**config.mk**
```make
export PLATFORM = sky130hd
export DESIGN_NAME = vdp_sprite_line_readout
export DESIGN_NICKNAME = d
export VERILOG_FILES = /design/src/rtl/vdp_sprite_line_readout.sv
export SDC_FILE = /design/constraint.sdc
export NUM_CORES = 1
export LEC_CHECK = 0
export ABC_CLOCK_PERIOD_IN_PS = 1210
export CORE_ASPECT_RATIO = 1.4
export CORE_UTILIZATION = 40
export DETAILED_ROUTE_END_ITERATION = 10
export GPL_TIMING_DRIVEN = 0
export PLACE_DENSITY = 0.78
export SLEW_MARGIN = 20
export SYNTH_ARGS = -nofsm -noshare
export SYNTH_HDL_FRONTEND = slang
export SYNTH_SLANG_ARGS = --single-unit
```
**constraint.sdc**
```tcl
create_clock -name clk21m -period 1.21 [get_ports clk21m]
set_input_delay 0.242 -clock clk21m [delete_from_list [all_inputs] [get_ports clk21m]]
set_output_delay 0.242 -clock clk21m [all_outputs]
set_load 0.02 [all_outputs]
```
**src/rtl/vdp_sprite_line_readout.sv**
```systemverilog
// Display-side sprite line-buffer reader: one sprite colour per dot for pixels 0..255,
// clears each even/odd pair after use, and owns the draw/display bank-select bit.
module vdp_sprite_line_readout #(
  parameter int LINE_END = 341,
  parameter int X_ACTIVE = 256
) (
  input  logic       clk21m,
  input  logic       reset_n,
  input  logic [1:0] dot_state,
  input  logic [8:0] dot_counter_x,
  input  logic       reg_r8_col0_on,
  input  logic       sp_disp_en,
  output logic [6:0] lb_adr,
  output logic       lb_we,
  output logic [7:0] lb_wdata,
  input  logic [7:0] lb_xeven_q,
  input  logic [7:0] lb_xodd_q,
  output logic       lb_sel,
  output logic [3:0] sp_color,
  output logic       sp_color_en
);

  typedef enum logic [1:0] {
    PH_READ    = 2'b00,
    PH_CAPTURE = 2'b01,
    PH_OUTPUT  = 2'b11,
    PH_CLEAR   = 2'b10
  } phase_e;

  phase_e     phase;
  logic       in_win;
  logic       x_odd;
  logic [7:0] pix;
  logic       unused_pix_bits;

  logic [6:0] lb_adr_q, lb_adr_d;
  logic       lb_we_q, lb_we_d;
  logic       lb_sel_q, lb_sel_d;
  logic [3:0] sp_color_q, sp_color_d;
  logic       sp_color_en_q, sp_color_en_d;
  logic [7:0] pair_even_q, pair_even_d;
  logic [7:0] pair_odd_q, pair_odd_d;
  logic [1:0] ds_prev_q, ds_prev_d;

  assign phase  = phase_e'(dot_state);
  // Negative dots (-8..-1) have bit 8 set, so they fall outside the window too.
  assign in_win = !dot_counter_x[8] && (dot_counter_x < 9'(X_ACTIVE));
  assign x_odd  = dot_counter_x[0];
  assign pix    = x_odd ? pair_odd_q : pair_even_q;
  assign unused_pix_bits = ^pix[6:4];

  always_comb begin
    lb_adr_d      = lb_adr_q;
    lb_we_d       = 1'b0;
    lb_sel_d      = lb_sel_q;
    sp_color_d    = sp_color_q;
    sp_color_en_d = sp_color_en_q;
    pair_even_d   = pair_even_q;
    pair_odd_d    = pair_odd_q;
    ds_prev_d     = dot_state;

    case (phase)
      PH_READ: begin
        if (in_win && !x_odd) lb_adr_d = dot_counter_x[7:1];
      end
      PH_CAPTURE: begin
        if (in_win && !x_odd) begin
          pair_even_d = lb_xeven_q;
          pair_odd_d  = lb_xodd_q;
        end
      end
      PH_OUTPUT: begin
        if (in_win) begin
          sp_color_d    = pix[3:0];
          sp_color_en_d = sp_disp_en && pix[7] && ((pix[3:0] != 4'd0) || reg_r8_col0_on);
        end else begin
          sp_color_d    = 4'd0;
          sp_color_en_d = 1'b0;
        end
        if (dot_counter_x == 9'(LINE_END)) lb_sel_d = ~lb_sel_q;
      end
      PH_CLEAR: begin
        // Only the 11->10 transition may clear, so a stalled phase cannot stretch the pulse.
        lb_we_d = in_win && x_odd && (ds_prev_q == 2'b11);
      end
      default: ;
    endcase
  end

  always_ff @(posedge clk21m or negedge reset_n) begin
    if (!reset_n) begin
      lb_adr_q      <= 7'd0;
      lb_we_q       <= 1'b0;
      lb_sel_q      <= 1'b0;
      sp_color_q    <= 4'd0;
      sp_color_en_q <= 1'b0;
      pair_even_q   <= 8'd0;
      pair_odd_q    <= 8'd0;
      ds_prev_q     <= 2'b00;
    end else begin
      lb_adr_q      <= lb_adr_d;
      lb_we_q       <= lb_we_d;
      lb_sel_q      <= lb_sel_d;
      sp_color_q    <= sp_color_d;
      sp_color_en_q <= sp_color_en_d;
      pair_even_q   <= pair_even_d;
      pair_odd_q    <= pair_odd_d;
      ds_prev_q     <= ds_prev_d;
    end
  end

  assign lb_adr      = lb_adr_q;
  assign lb_we       = lb_we_q;
  assign lb_wdata    = 8'h00;
  assign lb_sel      = lb_sel_q;
  assign sp_color    = sp_color_q;
  assign sp_color_en = sp_color_en_q;

endmodule

```
After elaboration in Yosys (flattened, before gate mapping) --
Index checks and enable logic that the tools add are counted.
Operators by class: $add $sub $neg 0, multiply operators 0, divide/modulo/power cells 0, order comparisons 1, eq/ne operators 5, shift-type cells 0, muxes and demuxes 4, bitwise operators 1, reductions and logical operators 14
Operators with widths (number):
- $eq A9 B9 Y1 const B | 1
- $lt A9 B9 Y1 const B | 1
- $mux W8 | 1
- $eq A2 B2 Y1 const B | 3
- $logic_and A1 B1 Y1 | 6
- $reduce_and A2 Y1 | 3
- $mux W4 | 1
- $reduce_bool A4 Y1 | 1
- $eq A2 B1 Y1 const B | 1
- $logic_not A1 Y1 | 2
- $logic_not A2 Y1 | 1
- $mux W1 | 2
- $logic_or A1 B1 Y1 | 1
- $not A1 Y1 | 1
Word-level totals: bits in registers 32, latch bits 0, RAM bits 0, memory bits (read-only) 0, input port bits 31, memories kept 0

Longest topological paths before layout --
Gate-level depths: netlist (run 1).
depth after elaboration 5, mapped depth 4, mapped depth without buffers 3

Worst setup path before layout (run 1) --
No wires, ideal clock.
path kind input to register, start input port dot_counter_x[0], end register lb_adr_q[0], in the netlist lb_adr[0], arrival 1157 ps, data required time 1085 ps, setup slack -71 ps, stages on the path 3, path buffers 1, path through buf_6 nor4_4 mux2_2
On the way: longest elaborated chain between the ends 4, elaborated cells on any way between the ends 5
Ends and longest elaborated chain:
- from (decl) | RTL line 10 | input logic [8:0] dot_counter_x,
- $lt A9 B9 Y1 | RTL line 47 | assign in_win = !dot_counter_x[8] && (dot_counter_x < 9'(X_ACTIVE));
- $logic_and A1 B1 Y1 | RTL line 47
- $logic_and A1 B1 Y1 (*) | RTL line 64 | if (in_win && !x_odd) lb_adr_d = dot_counter_x[7:1];
- $reduce_and A2 Y1 (no line) (*)
- to (signal assigned) | RTL line 101 | lb_adr_q <= lb_adr_d;
- to (decl) | RTL line 36 | logic [6:0] lb_adr_q, lb_adr_d;
Every way passes the cells marked *; elsewhere a longest branch is shown, timed or not. A chain may end at the register's enable or synchronous reset.

Worst setup path after layout (run 1) --
start register pair_even_q[0], end register sp_color_en_q, in the netlist sp_color_en
On the way: longest elaborated chain between the ends 5
Ends and longest elaborated chain:
- from (decl) | RTL line 41 | logic [7:0] pair_even_q, pair_even_d;
- from (signal assigned) | RTL line 106 | pair_even_q <= pair_even_d;
- $mux W8 | RTL line 49 | assign pix = x_odd ? pair_odd_q : pair_even_q;
- $reduce_bool A4 Y1 | RTL line 75 | sp_color_en_d = sp_disp_en && pix[7] && ((pix[3:0] != 4'd0) || reg_r8_col0_on);
- $logic_or A1 B1 Y1 | RTL line 75
- $logic_and A1 B1 Y1 | RTL line 75
- $mux W1 | RTL line 73 | if (in_win) begin
- to (signal assigned) | RTL line 105 | sp_color_en_q <= sp_color_en_d;
- to (decl) | RTL line 40 | logic sp_color_en_q, sp_color_en_d;
Every way passes these cells.

==> results.json, run 1 <==
{
  "status": "finished clean",
  "dp_cells": 166,
  "tightest_slew_ns": 0.553,
  "clkSlewWorstSetupHoldPaths_ns": 0.13,
  "synth-seq-cells": 26,
  "drive_above_1_share": 0.434,
  "die_area_um2": 3100,
  "instances_no_fill": 179,
  "yosysTopAreaCell": "dfrtp_1",
  "cp-start-kind": "register",
  "hold_class": "input port to register",
  "leakagePower_nw": 0.779,
  "cts_sinks": 26,
  "netlist_instances": 85,
  "ctsLongestPathBuffers": 2,
  "htreeDepth": 1,
  "ios": 53,
  "fin_setup_tns_ns": 0,
  "clock_skew_ns": 0.000888,
  "cts_tree": "built",
  "ant_nets": 0,
  "post-route-drc-count": 0,
  "ys_top_cells_by_area": "dfrtp_1 56%, mux2_2 17%, buf_4 5.9%, mux2i_1 4.3%, nor4_4 1.8%",
  "min_period_over_period": 0.966,
  "synth_cell_types": 22,
  "drtIter0Drc": 5,
  "io_buffers": 38,
  "antenna_found_initial": 0,
  "synthMuxAreaShare": 0.210,
  "grt_pass1_wl_um": 3660,
  "numCtsBuffers": 3,
  "ir_worst_vdd_uv": 1110,
  "rsz0062_at_grt": "no",
  "synthXorXnorAreaFrac": 0.00760,
  "drv_cap": 0,
  "insertion_delay_ns": 0.31,
  "dp_slack_ns": -0.675,
  "timing.setup.critical_path_class": "register to register",
  "finalMaxSlewViolations": 0,
  "ys_seq_area_frac": 0.565,
  "holdWs_ns": 0.141,
  "track_usage": 0.168,
  "pwr_density_cell_nw_per_um2": 1380,
  "synth_adder_area_share": 0,
  "crit_path_end_kind": "register",
  "hold_viol": 0,
  "coreArea_um2": 2670,
  "vias_per_cell": 4.60,
  "syn_to_final_growth_pct": 43.4,
  "slew_headroom": 0.631,
  "layout_common_cells": "26 x dfrtp_1, 19 x clkdlybuf4s50_1, 17 x buf_4, 17 x mux2_2, 15 x buf_2",
  "post-route-min-period_ns": 1.17,
  "crit_required_ns": 1.43,
  "die_h_um": 65.5,
  "gp_congestion": 0.734,
  "setup_ws_ns": 0.0417,
  "dp_hpwl_um": 1730,
  "antenna-diode-count": 0,
  "nFillCells": 234,
  "row_count": 22,
  "synth_top_family_by_area": "multiplexers",
  "grt_pass1_vias": 832,
  "cp_max_fo": 3,
  "fmax_ghz": 0.856,
  "cts_root_buf": "clkbuf_4",
  "final_common_cell": "dfrtp_1",
  "ys_warn_count": 0,
  "setup-violations-final": 0,
  "synth_area_per_cell_um2": 13.6,
  "die-width_um": 47.4,
  "dr_total_vias": 824,
  "first_pass_iters": 3,
  "yosys.area.top_type_share": 0.565,
  "synth_area_um2": 1150,
  "synth_compound_area_frac": 0.0315,
  "wl_per_cell_um": 12.8,
  "grt_remaining_overflow": 0,
  "initial_utilization": 0.432,
  "crit_arrival_ns": 1.38,
  "fin_nets": 175,
  "grt_max_degree": 27,
  "synthSimpleGateAreaFrac": 0.115,
  "wirelength_um": 2290
}
-- area by class of cell --
cell class                      instances  area, um^2  area share
Tap cell                               36        45.0      0.0273
Buffer                                 10        78.8      0.0477
Timing Repair Buffer                   47         355       0.215
Clock buffer                            3        22.5      0.0136
Clock inverter                          1        30.0      0.0182
Multi-Input combinational cell         56         470       0.285
Sequential cell                        26         651       0.394
-- synthesized netlist by cell type --
library cell,count
or2_2,1
nand4_1,1
a211oi_1,1
nand2_1,5
and4_1,1
mux2i_1,5
mux2_2,17
conb_1,1
buf_6,1
nor4bb_1,1
a22o_1,1
o21ai_0,4
nor4_1,2
buf_4,9
nor4b_1,1
dfrtp_1,26
nor4_4,1
nand4b_1,2
nand3b_1,1
xnor2_1,1
nor2_1,2
nor3b_1,1
-- per-layer routing --
metal  part of all wire  vias to the layer above  global-route usage
met5                  0                        -                   0
met3              0.031                        2              0.0247
li1                   -                      407                   -
met1               0.39                      391               0.188
met4              0.010                        0              0.0643
met2               0.56                       24               0.303
-- registers in the layout (all words and copies together) (netlist names) --
register / cells
lb_adr: 7
pair_odd_q: 5
sp_color: 4
lb_we: 1
lb_sel: 1
ds_prev_q: 2
sp_color_en: 1
pair_even_q: 5
-- final timing paths --
check                                 end            from  cells after the start  slack (ns)
max                           sp_color_en  pair_even_q[0]                      3        0.04
min                          ds_prev_q[0]    dot_state[0]                      1        0.14
max reg2reg                   sp_color_en  pair_even_q[0]                      3        0.04
min reg2reg                        lb_sel          lb_sel                      1        0.49
max in group asynchronous  pair_even_q[2]         reset_n                      2        0.42
min in group asynchronous       lb_adr[1]         reset_n                      2        0.43
-- stage by stage --
| step | total power [W] | cell area [um^2] | util |
|---|---|---|---|
| after CTS | 0.00231 | 1670 | 0.626 |
| after detailed placement | 0.00177 | 1600 | 0.601 |
| after floorplan | 0.00145 | 1180 | - |
| after global placement | 0.00174 | 1600 | 0.601 |
| final | 0.00228 | 1650 | 0.619 |
| after global routing | 0.00241 | 1650 | 0.619 |
-- power breakdown --
| part | switching [W] | internal [W] |
|---|---|---|
| Clock | 0.000246 | 0.000335 |
| Combinational | 0.000280 | 0.000302 |
| Sequential | 0.0000987 | 0.00102 |
-- critical path: stages, from the launching register on --
cell	delay, ns
dfrtp_1	0.43
nor4_2	0.30
a211oi_1	0.12
a22o_1	0.21
-- cell families (layout without fill, tap and decap cells) --
| kind of cell | Yosys count | after routing |
|---|---|---|
| AO/OA/AOI/OAI | 6 | 6 |
| other | 1 | 8 |
| AND/OR/NAND/NOR | 19 | 19 |
| multiplexers | 22 | 22 |
| flip-flops | 26 | 26 |
| XOR/XNOR | 1 | 1 |
| buffers and inverters | 10 | 61 |
-- timing repair --
action,4_1_cts,5_1_grt
pin swaps,2,0
hold buffers,0,1
endpoints found under the hold margin,0,26
setup buffers,7,0
endpoints found under the setup margin,62,15
cloned,1,0
gates resized for setup,67,7
Power figures use the tool's default switching activity.
==> inputs of run 2 (changes only) <==
- REMOVE_ABC_BUFFERS: not set -> 1
==> run 2 against run 1 <==
Effect of this change: wire length fell by 0.65%; sequential power barely moved; count of clock-buffer cells in the layout rose by 1; largest power group unchanged; highest routed layer unchanged.
==> results.json, run 2 (same netlist as run 1, synthesis figures left out) <==
{
  "status": "finished clean",
  "tightest_slew_ns": 0.564,
  "holdPathStages": 1,
  "die-width_um": 47.4,
  "max_stage_delay_ns": 0.44,
  "htreeDepth": 1,
  "dp_hpwl_um": 1670,
  "coreArea_um2": 2670,
  "crit_path_end_kind": "register",
  "row_count": 22,
  "antenna-diode-count": 0,
  "grt_remaining_overflow": 0,
  "fin_util": 0.582,
  "grt_max_degree": 27,
  "clock_skew_ns": 0.00366,
  "instances_no_fill": 166,
  "initial_utilization": 0.432,
  "antenna_found_initial": 0,
  "die_h_um": 65.5,
  "rr_worst_depth": 3,
  "wirelength_um": 2280,
  "crit_arrival_ns": 1.39,
  "hold_viol": 0,
  "cp_max_fo": 3,
  "gp_congestion": 0.770,
  "timing.setup.critical_path_class": "register to register",
  "leakagePower_nw": 0.705,
  "fmax_ghz": 0.859,
  "largest_reg_flops": 7,
  "track_usage": 0.163,
  "drive_above_1_share": 0.377,
  "min_period_over_period": 0.962,
  "finalMaxSlewViolations": 0,
  "ctsLongestPathBuffers": 2,
  "numCtsBuffers": 3,
  "pwr_density_cell_nw_per_um2": 1350,
  "ir_worst_vdd_uv": 832,
  "ios": 53,
  "hold_class": "input port to register",
  "wl_per_cell_um": 13.7,
  "power_w": 0.00210,
  "dp_cells": 157,
  "dr_total_vias": 823,
  "grt_pass1_wl_um": 3630,
  "clkSlewWorstSetupHoldPaths_ns": 0.14,
  "drtIter0Drc": 12,
  "crit_path_cell_trace": "nor4_2 -> nand3b_1 -> a22o_1",
  "syn_to_final_growth_pct": 35.0,
  "io_buffers": 38,
  "drv_cap": 0,
  "ant_nets": 0,
  "post-route-drc-count": 0,
  "nFillCells": 255,
  "grt_pass1_vias": 849,
  "cts_root_buf": "clkbuf_4",
  "crit_required_ns": 1.43,
  "slowest_stage": "dfrtp_1",
  "cts_sinks": 26,
  "cts_tree": "built",
  "vias_per_cell": 4.96,
  "slew_headroom": 0.624,
  "final_common_cell": "dfrtp_1",
  "post-route-min-period_ns": 1.16,
  "cp-start-kind": "register",
  "setup-violations-final": 0,
  "first_pass_iters": 4,
  "die_area_um2": 3100,
  "fin_nets": 162,
  "insertion_delay_ns": 0.32,
  "layout_common_cells": "26 x dfrtp_1, 19 x clkdlybuf4s50_1, 17 x mux2_2"
}
-- run 2: path summary, 6_finish.rpt --
check	startpoint	to	slack, ns
min	dot_state[0]	ds_prev_q[0]	0.13
max in group asynchronous	reset_n	sp_color_en	0.42
min in group asynchronous	reset_n	pair_odd_q[3]	0.42
min reg2reg	sp_color[3]	sp_color[3]	0.51
max reg2reg	pair_odd_q[2]	sp_color_en	0.05
max	pair_odd_q[2]	sp_color_en	0.05
-- run 2: layout make-up --
type / count / area, um^2 / area share
clock buffer: 4 / 36.3 / 0.0233
sequential: 26 / 651 / 0.418
multi-input combinational: 56 / 477 / 0.307
timing repair buffer: 44 / 347 / 0.223
tap: 36 / 45.0 / 0.0290
-- run 2: report_power, final --
| group | internal (W) | switching, W | leakage (nW) |
|---|---|---|---|
| clock network | 0.000184 | 0.000252 | 0.0210 |
| logic | 0.000268 | 0.000272 | 0.362 |
| registers | 0.00102 | 0.0000966 | 0.322 |
| total | 0.00148 | 0.000621 | 0.705 |
-- run 2: timing repair --
action / 4_1_cts / 5_1_grt
endpoints found under the hold margin: 0 / 26
setup endpoints to repair: 63 / 14
setup buffers: 4 / 0
resized for setup: 67 / 6
pin swaps: 2 / 0
hold buffers: 0 / 1
-- run 2: stage by stage --
stage	setup slack, ns	cell area (um^2)	setup TNS (ns)	hold slack [ns]
after floorplan	-0.753	1100	-7.53	-0.0536
after global placement	-1.92	1530	-37.61	0.461
after detailed placement	-1.06	1540	-30.49	0.486
after CTS	0.0113	1540	0	0.241
after global routing	-0.0141	1560	-0.0141	0.119
final	0.0456	1560	0	0.126
-- run 2: metal layers --
metal  vias up  global-route usage  share of wire
li1        381                   -              -
met1       405               0.185           0.36
met2        33               0.288           0.57
met3         4              0.0192          0.058
met4         0              0.0750          0.010
met5         -                   0              0
-- run 2: worst max-delay path, delay by kind of cell, from the launching register on --
| family | cells | cell delay (ns) |
|---|---|---|
| AO/OA/AOI/OAI | 1 | 0.20 |
| flip-flops | 1 | 0.44 |
| AND/OR/NAND/NOR | 2 | 0.43 |
==> inputs of run 3 (changes only) <==
- CORE_MARGIN: not set -> 3
==> run 3 against run 2 <==
Effect of this change: core utilization about the same; cell count up 0.60%; power grew 6.5%; sequential power is essentially flat; sequential cell count did not move; cell area rose by 1.0%; combinational power barely moved; via count fell by 1.7%; sequential share of layout area shrank 0.43 points; critical path type is now input port to register.
==> results.json, run 3 (same netlist as run 1, synthesis figures left out) <==
{
  "gp_congestion": 0.733,
  "hold_viol": 0,
  "post-route-drc-count": 0,
  "numCtsBuffers": 3,
  "regToRegEndpoint": "sp_color_en",
  "row_count": 22,
  "r2r_start": "pair_even_q[3]",
  "fmax_ghz": 0.858,
  "setup-violations-final": 0,
  "dp_cells": 157,
  "clock_skew_ns": 0.0204,
  "ctsLongestPathBuffers": 2,
  "crit_required_ns": 1.40,
  "cts_root_buf": "clkbuf_4",
  "dp_hpwl_um": 1700,
  "cts_sinks": 26,
  "finalMaxSlewViolations": 0,
  "drive_above_1_share": 0.382,
  "hold_class": "input port to register",
  "cp-start-kind": "input port",
  "dr_total_vias": 809,
  "crit_family": "buffers and inverters",
  "grt_pass1_wl_um": 3540,
  "grt_util_met3": 0.0172,
  "nFillCells": 240,
  "r2r_slack_ns": 0.05,
  "hp-start": "dot_state[0]",
  "syn_to_final_growth_pct": 36.4,
  "io_buffers": 38,
  "slew_headroom": 0.630,
  "holdPathEnd": "ds_prev_q[0]",
  "pwr_density_cell_nw_per_um2": 1420,
  "coreArea_um2": 2700,
  "multi_input_area_um2": 470,
  "crit_arrival_ns": 1.36,
  "fin_nets": 163,
  "track_usage": 0.129,
  "insertion_delay_ns": 0.32,
  "timing.setup.critical_path_class": "input port to register",
  "ant_nets": 0,
  "layout_common_cells": "26 x dfrtp_1, 19 x clkdlybuf4s50_1, 17 x mux2_2",
  "grtUsageMet1": 0.163,
  "drv_cap": 0,
  "clkSlewWorstSetupHoldPaths_ns": 0.15,
  "final_common_cell": "dfrtp_1",
  "first_pass_iters": 4,
  "cts_tree": "built",
  "drtIter0Drc": 6,
  "largest_reg_flops": 7,
  "fin_setup_tns_ns": 0,
  "antenna-diode-count": 0,
  "die_area_um2": 3570,
  "grt_pass1_vias": 761,
  "path_buf_inv": 1,
  "tightest_slew_ns": 0.555,
  "min_period_over_period": 0.963,
  "ir_worst_vdd_uv": 845,
  "htreeDepth": 1,
  "top_usage_layer": "met2",
  "instances_no_fill": 167,
  "crit_path_cell_trace": "clkdlybuf4s50_1 -> nor4bb_1 -> nand4_1 -> xnor2_1",
  "antenna_found_initial": 0,
  "max_stage_delay_ns": 0.48,
  "grt_use_met2": 0.208,
  "grt_max_degree": 27,
  "ios": 53,
  "status": "finished clean",
  "vias_per_cell": 4.84,
  "fin_util": 0.583,
  "grt_remaining_overflow": 0,
  "leakagePower_nw": 0.716,
  "wirelength_um": 2290,
  "cp_max_fo": 2,
  "rr_worst_depth": 3,
  "post-route-min-period_ns": 1.17,
  "die_h_um": 69.5,
  "slowest_stage": "clkdlybuf4s50_1",
  "initial_utilization": 0.427,
  "crit_path_end_kind": "register",
  "seqCellArea_um2": 651,
  "wl_per_cell_um": 13.7,
  "holdPathStages": 1,
  "die-width_um": 51.4
}
[run 3: cell types whose count changed in the layout (fill, tap and decap cells not counted)]
cell / before / now
buf_4: 4 / 6
buf_6: 1 / 0
bufinv_16: 0 / 1
clkbuf_8: 1 / 0
clkdlybuf4s15_2: 1 / 2
dlygate4sd2_1: 1 / 0
nor4bb_1: 0 / 1
nor4bb_2: 1 / 0
[run 3: area by class of cell]
type                            instances  area share
Timing Repair Buffer                   45       0.225
Clock inverter                          1      0.0191
Clock buffer                            3      0.0143
Tap cell                               36      0.0287
Sequential cell                        26       0.414
Multi-Input combinational cell         56       0.299
[run 3: worst register-to-register path, delay by kind of cell (launching register included)]
family	cells	cell delay, ns
flops	1	0.43
compound gates	2	0.31
simple gates	1	0.30
[run 3: power by group]
group	internal, W	leakage (nW)	switching (W)
clock	0.000335	0.0279	0.000240
combinational	0.000268	0.366	0.000273
sequential	0.00102	0.322	0.0000941
[run 3: metal layers]
metal  routed length (um)  part of all wire  vias up
met5                    0                 0        -
met4                   34             0.015        0
met3                  169             0.074        2
met2                 1140              0.50       36
met1                  953              0.42      388
li1                     -                 -      383
[run 3: repair_timing]
item                       CTS  global route
cloned                       0             0
buffers inserted             4             1
pin swaps                    2             1
hold buffers                 0             1
hold endpoints to repair     0            26
setup endpoints to repair   63            20
gates resized for setup     63            11
[run 3: worst max-delay path by stage]
stage / startpoint / end / slack (ns) / depth (start not counted)
4_1_cts: lb_adr[0] / lb_adr[0] / 0.0005 / 1
3_5_place_dp: dot_counter_x[0] / pair_even_q[1] / -1.22 / 4
2_1_floorplan: dot_counter_x[8] / pair_even_q[0] / -0.75 / 2
3_3_place_gp: dot_counter_x[0] / pair_odd_q[0] / -1.93 / 3
5_1_grt: dot_counter_x[4] / lb_sel / -0.04 / 4
6_report: dot_counter_x[4] / lb_sel / 0.04 / 4
[run 3: metrics by stage]
stage          power (W)  hold WS [ns]  setup slack (ns)  area (um^2)
2_1_floorplan    0.00142       -0.0536            -0.753         1100
3_3_place_gp     0.00172         0.463             -1.93         1530
3_5_place_dp     0.00174         0.473             -1.22         1540
4_1_cts          0.00227         0.236          0.000500         1610
5_1_grt          0.00233         0.122           -0.0376         1570
6_report         0.00223         0.125            0.0443         1570
